<file path="src/rtl/gate_alu.sv">
// gate_alu: bitwise logic unit with a 2-entry output FIFO and valid/ready
// handshakes on both sides. Each accepted operation produces one result,
// which is visible at the buffer head on the following cycle.
// Optional feature: define GATE_ALU_CNT_EN to add the 16-bit accepted-operation
// counter on port ops. Without that macro, the port and counter are absent.
module gate_alu #(
  parameter int WIDTH = 8,
  parameter int DEPTH = 2
) (
  input  logic             clk,
  input  logic             rst_n,
  input  logic [WIDTH-1:0] x0,
  input  logic [WIDTH-1:0] x1,
  input  logic [2:0]       op,
  input  logic             in_valid,
  output logic             in_ready,
  output logic [WIDTH-1:0] z0,
  output logic             zf,
  output logic             out_valid,
  input  logic             out_ready
`ifdef GATE_ALU_CNT_EN
  ,
  output logic [15:0]      ops
`endif
);

  // The occupancy encoding is fixed, so the constants stay plain.
  localparam logic [1:0] ST_EMPTY = 2'd0;
  localparam logic [1:0] ST_ONE   = 2'd1;
  localparam logic [1:0] ST_FULL  = 2'd2;

  // The pointer and state logic below only supports a two-entry buffer.
  generate
    if (DEPTH != 2) begin : g_bad_depth
      $error("gate_alu: DEPTH must be 2");
    end
    if (WIDTH < 1 || WIDTH > 32) begin : g_bad_width
      $error("gate_alu: WIDTH must be in 1..32");
    end
  endgenerate

  logic [1:0]       state;
  logic [1:0]       next_state;
  logic [WIDTH-1:0] mem [0:1];
  logic             rd_ptr;
  logic             wr_ptr;
  logic             alive;
  logic [WIDTH-1:0] result;
  logic [WIDTH-1:0] head;
  logic             push;
  logic             pop;

  assign push      = in_valid & in_ready;
  assign pop       = out_valid & out_ready;
  assign out_valid = (state != ST_EMPTY);
  assign in_ready  = alive & (state != ST_FULL);
  assign head      = mem[rd_ptr];
  assign z0        = out_valid ? head : '0;
  assign zf        = out_valid & ~|head;

  // Compute the bitwise result for the operands offered this cycle.
  always_comb begin
    result = x0;
    case (op)
      3'd0:    result = x0 & x1;
      3'd1:    result = x0 | x1;
      3'd2:    result = x0 ^ x1;
      3'd3:    result = ~(x0 & x1);
      3'd4:    result = ~(x0 | x1);
      3'd5:    result = ~(x0 ^ x1);
      3'd6:    result = ~x0;
      default: result = x0;
    endcase
  end

  // Determine the next occupancy from this cycle's push and pop.
  always_comb begin
    next_state = state;
    case (state)
      ST_EMPTY: if (push) next_state = ST_ONE;
      ST_ONE: begin
        if (push && !pop)      next_state = ST_FULL;
        else if (pop && !push) next_state = ST_EMPTY;
      end
      ST_FULL:  if (pop) next_state = ST_ONE;
      default:  next_state = ST_EMPTY;
    endcase
  end

  // Hold in_ready low until the first edge after reset is released.
  always_ff @(posedge clk or negedge rst_n) begin
    if (!rst_n) alive <= 1'b0;
    else        alive <= 1'b1;
  end

  // Advance occupancy and the read/write pointers.
  always_ff @(posedge clk or negedge rst_n) begin
    if (!rst_n) begin
      state  <= ST_EMPTY;
      rd_ptr <= 1'b0;
      wr_ptr <= 1'b0;
    end else begin
      state <= next_state;
      if (push) wr_ptr <= ~wr_ptr;
      if (pop)  rd_ptr <= ~rd_ptr;
    end
  end

  // Store each accepted result at the write pointer. Reset clears both entries.
  always_ff @(posedge clk or negedge rst_n) begin
    if (!rst_n) begin
      mem[0] <= '0;
      mem[1] <= '0;
    end else if (push) begin
      mem[wr_ptr] <= result;
    end
  end

`ifdef GATE_ALU_CNT_EN
  // Count accepted operations. The counter wraps naturally at 16 bits.
  always_ff @(posedge clk or negedge rst_n) begin
    if (!rst_n)    ops <= 16'h0000;
    else if (push) ops <= ops + 16'h0001;
  end
`endif

endmodule
</file>
<file path="config.mk">
export PLATFORM = sky130hd
export DESIGN_NAME = gate_alu
export DESIGN_NICKNAME = d
export VERILOG_FILES = /design/src/rtl/gate_alu.sv
export SDC_FILE = /design/constraint.sdc
export NUM_CORES = 1
export LEC_CHECK = 0
export ABC_AREA = 1
export ABC_CLOCK_PERIOD_IN_PS = 1400
export CAP_MARGIN = 20
export CORE_UTILIZATION = 45
export DETAILED_ROUTE_END_ITERATION = 7
export GPL_ROUTABILITY_DRIVEN = 0
export GPL_TIMING_DRIVEN = 0
export PLACE_DENSITY = 0.77
export SLEW_MARGIN = 20
export SYNTH_ARGS = -nofsm -noshare
export SYNTH_HDL_FRONTEND = slang
export SYNTH_SLANG_ARGS = --single-unit
</file>
<file path="constraint.sdc">
create_clock -name clk -period 1.4 [get_ports clk]
set_input_delay 0.14 -clock clk [delete_from_list [all_inputs] [get_ports clk]]
set_output_delay 0.14 -clock clk [all_outputs]
set_load 0.02 [all_outputs]
</file>
==> results.ini, run 1 <==
[final_layout]
layout-drive-gt1-share_pct=19.0
fin_nets=409
multi_input_area_um2=1330
nFillCells=366
seq_area_um2=526
num_antenna_cells=0
instances_no_fill=418
fin_util_pct=65.1
area_delta_synth_final_pct=34.8

[cts]
clockBufferDepth=2
clkSinkCount=21
cts-root-buf=clkbuf_8
clk_pin_slew_worst_paths_ns=0.08
worstSkewPairLatency_ns=0.27
htreeDepth=1
cts_tree=done
cts_hold_repair.buffers=0
cts_buffers=3

[power_and_ir_drop]
power.share.sequential_pct=31.5
p_leak_nw=1.54
p_comb_share_pct=56.3
switching_share_pct=43.5
power.switching_mw=1.46
pwr-share-clk_pct=12.2
intPower_mw=1.89
ir_worst_vdd_uv=612
power.density_nw_per_um2=1250

[yosys]
synth_enable_flop_cells=0
ys.flop_type=dfrtp_1
synth_top_area_share_pct=26.4
synth.area.top_cells=dfrtp_1 26%, nand2_1 20%, nand3_1 13%, ha_1 11%, inv_1 9.3%
syn_area_um2=1990
async_flop_share_pct=100
synth_top_area_cell=dfrtp_1
yosys_warnings=0
synthTopCellsByCount=104 x nand2_1, 51 x nand3_1, 49 x inv_1
ys_seq_elements=21
syn_inst=319
syn_nets=359
synth.distinct_cells=21
synth.avg_cell_area_um2=6.23
synth_most_common_cell=nand2_1
ys_seq_area_share_pct=26.4

[worst_setup_path]
slowest_stage=dfrtp_1
cp_top_family=flip-flops
cp_slowest_stage_delay_ns=0.37
crit_arrival_ns=1.41
worstSetupEndpointType=output port
path_buf_inv=2
cp_cell_sequence=buf_2, mux2i_1, nand4_1, nor2_1, buf_4
critPathRequiredTime_ns=1.26
start_kind=flop
crit_type=flop to output port
critPathMaxFanout=4

[sta]
worst_slew_pin_slew_ns=0.941
rsz0062_at_grt=yes
period_needed_ns=1.55
fmax_ghz=0.646
slew_headroom_pct=37.1
whs_ns=0.279
post-route-period-util_pct=110
hold_violations=0
timing.final.ws_setup_ns=-0.147
fin_tns_setup_ns=-1.19
finClkSkew_ns=0.00891
finalSetupViolCount=14
slew_violations=0

[outcome]
violations=negative setup slack
status=complete, but fails checks

[detailed_routing]
via_count=2152
viasPerCell=5.15
ant_nets=0
route.detailed.drc=0
dr.pass1.iters=4
wire_per_inst_um=12.4
drt-initial-drc-count=189
routed_wl_mm=5.18

[grt]
grt_usage_pct=23.0
grt_antenna_before_repair=0
grt-ovfl-total=0
grt_max_degree=22
grt_pass1_vias=1868
grt_first_pass_wirelength_mm=8.05

[placement]
numPlacedInstances=401
dp_worst_setup_slack_ns=-0.441
io_buffers=32
dpl.hpwl_mm=3.49

[floorplan]
die_h_um=68.5
start_util_pct=48.3
dieArea_um2=4690
fp-row-count=23
die_width_um=68.5
core_area_um2=4120
io_pins=34

[hold_path]
min-delay-path-class=primary input to flop

[flow_run]
max_cap_viol_count=0

per-stage QoR:
| stage | power (mW) | cell area, µm² |
|---|---|---|
| detailed placement | 2.65 | 2370 |
| global route | 3.62 | 2680 |
| finish | 3.36 | 2680 |
| CTS | 3.14 | 2500 |
| global placement | 2.61 | 2370 |
| floorplan | 2.08 | 1990 |
tightest hold or removal path, stage by stage:
cell and delay, ns:
dlymetal6s2s_1 0.12, inv_2 0.06, nand2_1 0.08, nand3_1 0.07, nand2_1 0.05
cells by family after synthesis:
logic type               after synthesis  synth area share, %
AND/OR/NAND/NOR                      206                 45.4
other                                  1                0.189
buffers and inverters                 63                 12.8
flip-flops                            21                 26.4
multiplexers                           5                 2.52
adder cells (fa/ha/maj)               17                 10.7
XOR/XNOR                               2                0.881
AO/OA/AOI/OAI                          4                 1.01
flip-flops by register name, summed over array words and instances, names as in the netlist:
| name | count |
|---|---|
| mem | 16 |
| rd_ptr | 1 |
| state | 2 |
| alive | 1 |
| wr_ptr | 1 |
metal layers:
layer  global-route usage, %  wire length [µm]
met1                    29.0              2390
met5                       0                 0
met3                    2.33               240
met4                    8.85                65
met2                    39.7              2490
repair_timing:
action,in CTS,in global routing
pin swaps,3,6
setup buffers,4,7
cloned,1,1
setup endpoints to repair,30,30
resized for setup,49,44
layout make-up:
cell class / count / area share [%]
multi-input cells: 235 / 49.7
flip-flops and latches: 21 / 19.6
repair buffers: 44 / 15.7
inverters: 51 / 7.52
plain buffers: 12 / 3.17
well taps: 50 / 2.33
clock buffers: 3 / 1.54
repair inverters: 1 / 0.280
clock inverters: 1 / 0.187
worst paths after layout:
path                       cells after the start                   to  slack (ns)                 start
min                                            5  mem[14]$_DFFE_PN0P_        0.28                 x0[6]
min in group asynchronous                      1   mem[3]$_DFFE_PN0P_        0.39                 rst_n
max reg2reg                                    9  mem[12]$_DFFE_PN0P_       -0.09  state[1]$_DFFE_PN0P_
max in group asynchronous                      1  mem[11]$_DFFE_PN0P_        0.43                 rst_n
min reg2reg                                    2   mem[4]$_DFFE_PN0P_        0.49    mem[4]$_DFFE_PN0P_
max                                            5                   zf       -0.15    rd_ptr$_DFFE_PN0P_
power groups by stage:
stage	Clock (mW)	Sequential [mW]	Combinational (mW)
6_report	0.411	1.06	1.89
5_1_grt	0.431	1.09	2.10
4_1_cts	0.407	1.03	1.70
3_5_place_dp	0	1.03	1.62
3_3_place_gp	0	1.02	1.60
2_1_floorplan	0	0.985	1.09
placed cells by master (no fill, tap or decap), types with 6 or more instances in the layout:
cell type	n
inv_1	40
buf_6	6
nand4_1	17
nand2_1	99
buf_4	12
ha_1	14
buf_2	10
nor2_1	26
dfrtp_1	21
clkdlybuf4s50_1	15
nand3_1	46
inv_2	8
Power figures use the tool's default switching activity.
==> run 2: changes to the inputs <==
--- a/config.mk
+++ b/config.mk
@@ -9,10 +9,11 @@
 export ABC_CLOCK_PERIOD_IN_PS = 1400
 export CAP_MARGIN = 20
 export CORE_UTILIZATION = 45
+export CTS_CLUSTER_SIZE = 30
 export DETAILED_ROUTE_END_ITERATION = 7
 export GPL_ROUTABILITY_DRIVEN = 0
 export GPL_TIMING_DRIVEN = 0
-export PLACE_DENSITY = 0.77
+export PLACE_DENSITY_LB_ADDON = 0.15
 export SLEW_MARGIN = 20
 export SYNTH_ARGS = -nofsm -noshare
 export SYNTH_HDL_FRONTEND = slang
==> constraint.sdc (replaced) <==
create_clock -name clk -period 1.4 [get_ports clk]
set_input_delay 0.21 -clock clk [delete_from_list [all_inputs] [get_ports clk]]
set_output_delay 0.21 -clock clk [all_outputs]
set_load 0.02 [all_outputs]
==> run 2 against run 1 <==
The flow still finishes with violations (negative setup slack). Worst setup slack lost 0.12 ns. Combinational power grew 19%. Global-route usage grew 1.6 points. Non-clock buffer count grew 4. First-iteration DRC count grew 6.9%. Via count grew 3.3%. Clock-buffer cell count grew 1. Critical endpoint unchanged. Largest power group unchanged. Highest routed layer unchanged.
==> results.ini, run 2 (synthesized netlist as in run 1, its figures left out) <==
[outcome]
status=complete, but fails checks
violations=negative setup slack

[final_layout]
final_common_cell=nand2_1
largestRegisters=mem x16, state x2
fin_nets=412  ; +0.73%
seq_area_um2=527  ; +0.24%
largest-register=mem
layout-drive-gt1-share_pct=24.5  ; +5.5 points
largest_register_ffs=16  ; unchanged
area_delta_synth_final_pct=42.4
num_antenna_cells=0  ; unchanged
nFillCells=350  ; -4.4%
instances_no_fill=421  ; +0.72%
mostFrequentLayoutCells=94 x nand2_1, 43 x nand3_1, 40 x inv_1, 24 x nor2_1, 20 x dfrtp_1
multi_input_area_um2=1450  ; +8.8%

[sta]
worst_slew_pin_slew_ns=0.930  ; -0.0104 ns
fmax_ghz=0.599  ; -7.4%
fin_tns_setup_ns=-2.84  ; -1.64 ns
rsz0062_at_grt=yes
period_needed_ns=1.67  ; +0.123 ns
slew_headroom_pct=37.8  ; +0.70 points
timing.final.ws_setup_ns=-0.270  ; -0.123 ns
finalSetupViolCount=28  ; +14
finClkSkew_ns=0.00248  ; -0.00643 ns
slew_violations=0  ; unchanged
post-route-period-util_pct=119  ; +8.8 points
hold_violations=0  ; unchanged

[detailed_routing]
wire_per_inst_um=13.5  ; +8.8%
drt-initial-drc-count=202  ; +6.9%
ant_nets=0  ; unchanged
dr.pass1.iters=5  ; +1
viasPerCell=5.28  ; +2.6%
route.detailed.drc=0  ; unchanged
via_count=2224  ; +3.3%
routed_wl_mm=5.68  ; +9.6%

[cts]
cts_buffers=3  ; unchanged
worstSkewPairLatency_ns=0.25  ; -0.02 ns
htreeDepth=1  ; unchanged
clockBufferDepth=2  ; unchanged
clkSinkCount=21  ; unchanged
cts_tree=done
clk_pin_slew_worst_paths_ns=0.07  ; about the same
cts-root-buf=clkbuf_8

[worst_setup_path]
critPathMaxFanout=5  ; +1
timing.rr.end=mem[2]$_DFFE_PN0P_
worstSetupEndpointType=output port
worstRegToRegCells=9  ; unchanged
critPathRequiredTime_ns=1.19  ; -0.07 ns
start_kind=flop
crit_type=flop to output port
r2r-start=state[1]$_DFFE_PN0P_
crit_arrival_ns=1.46  ; +0.05 ns
r2r_slack_ns=-0.15  ; -0.06 ns

[floorplan]
io_pins=34  ; unchanged
fp-row-count=23  ; unchanged
core_area_um2=4120  ; unchanged
dieArea_um2=4690  ; unchanged
start_util_pct=48.3  ; unchanged
die_h_um=68.5  ; unchanged
die_width_um=68.5  ; unchanged

[power_and_ir_drop]
switching_share_pct=44.2  ; +0.62 points
power.share.sequential_pct=30.0  ; -1.5 points
p_leak_nw=1.59  ; +3.4%
power.density_nw_per_um2=1320  ; +5.5%
power.switching_mw=1.65  ; +13%
ir_worst_vdd_uv=1070  ; +74%
pwr-share-clk_pct=10.2  ; -2.0 points
intPower_mw=2.09  ; +10%
p_comb_share_pct=59.8  ; +3.5 points

[grt]
grt_first_pass_wirelength_mm=8.67  ; +7.7%
grt_max_degree=22  ; unchanged
grt_pass1_vias=1899  ; +1.7%
grt-ovfl-total=0  ; unchanged
grt_antenna_before_repair=0  ; unchanged
grt_usage_pct=24.6  ; +1.6 points

[placement]
dpl.hpwl_mm=3.66  ; +4.9%
numPlacedInstances=401  ; unchanged
io_buffers=32  ; unchanged

[hold_path]
min_path_cells=5  ; unchanged
holdPathEnd=mem[11]$_DFFE_PN0P_
min-delay-path-class=primary input to flop
holdCritStartpoint=x0[3]

[flow_run]
max_cap_viol_count=0  ; unchanged

==> run 2: worst max path at each step <==
stage | depth (start not counted) | to | slack (ns) | startpoint
floorplan | 8 | state[0]$_DFFE_PN0P_ | 0.003 | state[0]$_DFFE_PN0P_
global placement | 8 | zf | -0.54 | rd_ptr$_DFFE_PN0P_
detailed placement | 8 | zf | -0.56 | rd_ptr$_DFFE_PN0P_
CTS | 5 | zf | -0.24 | rd_ptr$_DFFE_PN0P_
global route | 8 | zf | -0.34 | rd_ptr$_DFFE_PN0P_
finish | 5 | zf | -0.27 | rd_ptr$_DFFE_PN0P_
==> run 2: layout make-up <==
cell class / count / area share [%]
Tap cell: 50 / 2.21
Sequential cell: 21 / 18.6
Clock buffer: 4 / 1.59
Timing Repair Buffer: 48 / 16.0
Buffer: 12 / 3.14
Multi-Input combinational cell: 235 / 51.2
Inverter: 51 / 7.29
==> run 2: metrics by stage <==
| stage | instance area, µm² | worst slack, ns | utilization, % | power [mW] | hold slack [ns] |
|---|---|---|---|---|---|
| 5_1_grt | 2830 | -0.340 | 68.8 | 4.01 | 0.447 |
| 3_3_place_gp | 2370 | -0.543 | 57.7 | 2.65 | 0.465 |
| 6_report | 2830 | -0.270 | 68.8 | 3.74 | 0.403 |
| 2_1_floorplan | 1990 | 0.00250 | - | 2.09 | -0.0856 |
| 3_5_place_dp | 2370 | -0.559 | 57.7 | 2.68 | 0.466 |
| 4_1_cts | 2600 | -0.241 | 63.3 | 3.34 | 0.492 |
==> run 2: routing by layer <==
metal / share of wire [%] / track usage [%] / up-vias
li1: - / - / 1113
met1: 45 / 33.8 / 1023
met2: 48 / 41.8 / 80
met3: 5.7 / 4.00 / 8
met4: 1.4 / 1.82 / 0
met5: 0 / 0 / -
==> run 2: worst max-delay path, stage by stage, from the launching register on <==
cell and delay (ns):
dfrtp_1 0.40, buf_8 0.18, mux2i_4 0.26, nand4_1 0.13
nor2_2 0.11, buf_6 0.12
==> run 2: timing repair <==
item                                    in CTS  in global routing
cloned                                       1                  0
endpoints found under the hold margin        0                  0
buffers inserted                            11                  4
resized for setup                           74                 60
hold buffers                                 0                  0
pin swaps                                   12                 11
endpoints found under the setup margin      29                 30
==> run 2: power by group through the flow <==
| stage | registers, mW | clock network, mW | logic [mW] |
|---|---|---|---|
| floorplan | 0.985 | 0 | 1.10 |
| global placement | 1.02 | 0 | 1.63 |
| detailed placement | 1.02 | 0 | 1.66 |
| CTS | 1.05 | 0.390 | 1.90 |
| global route | 1.15 | 0.419 | 2.45 |
| finish | 1.12 | 0.382 | 2.24 |
==> run 3: changes to the inputs <==
--- a/config.mk
+++ b/config.mk
@@ -11,7 +11,6 @@
 export CORE_UTILIZATION = 45
 export CTS_CLUSTER_SIZE = 30
 export DETAILED_ROUTE_END_ITERATION = 7
-export GPL_ROUTABILITY_DRIVEN = 0
 export GPL_TIMING_DRIVEN = 0
 export PLACE_DENSITY_LB_ADDON = 0.15
 export SLEW_MARGIN = 20
==> results of run 3 <==
The final DEF is identical to that of run 2; final timing and power are the same.
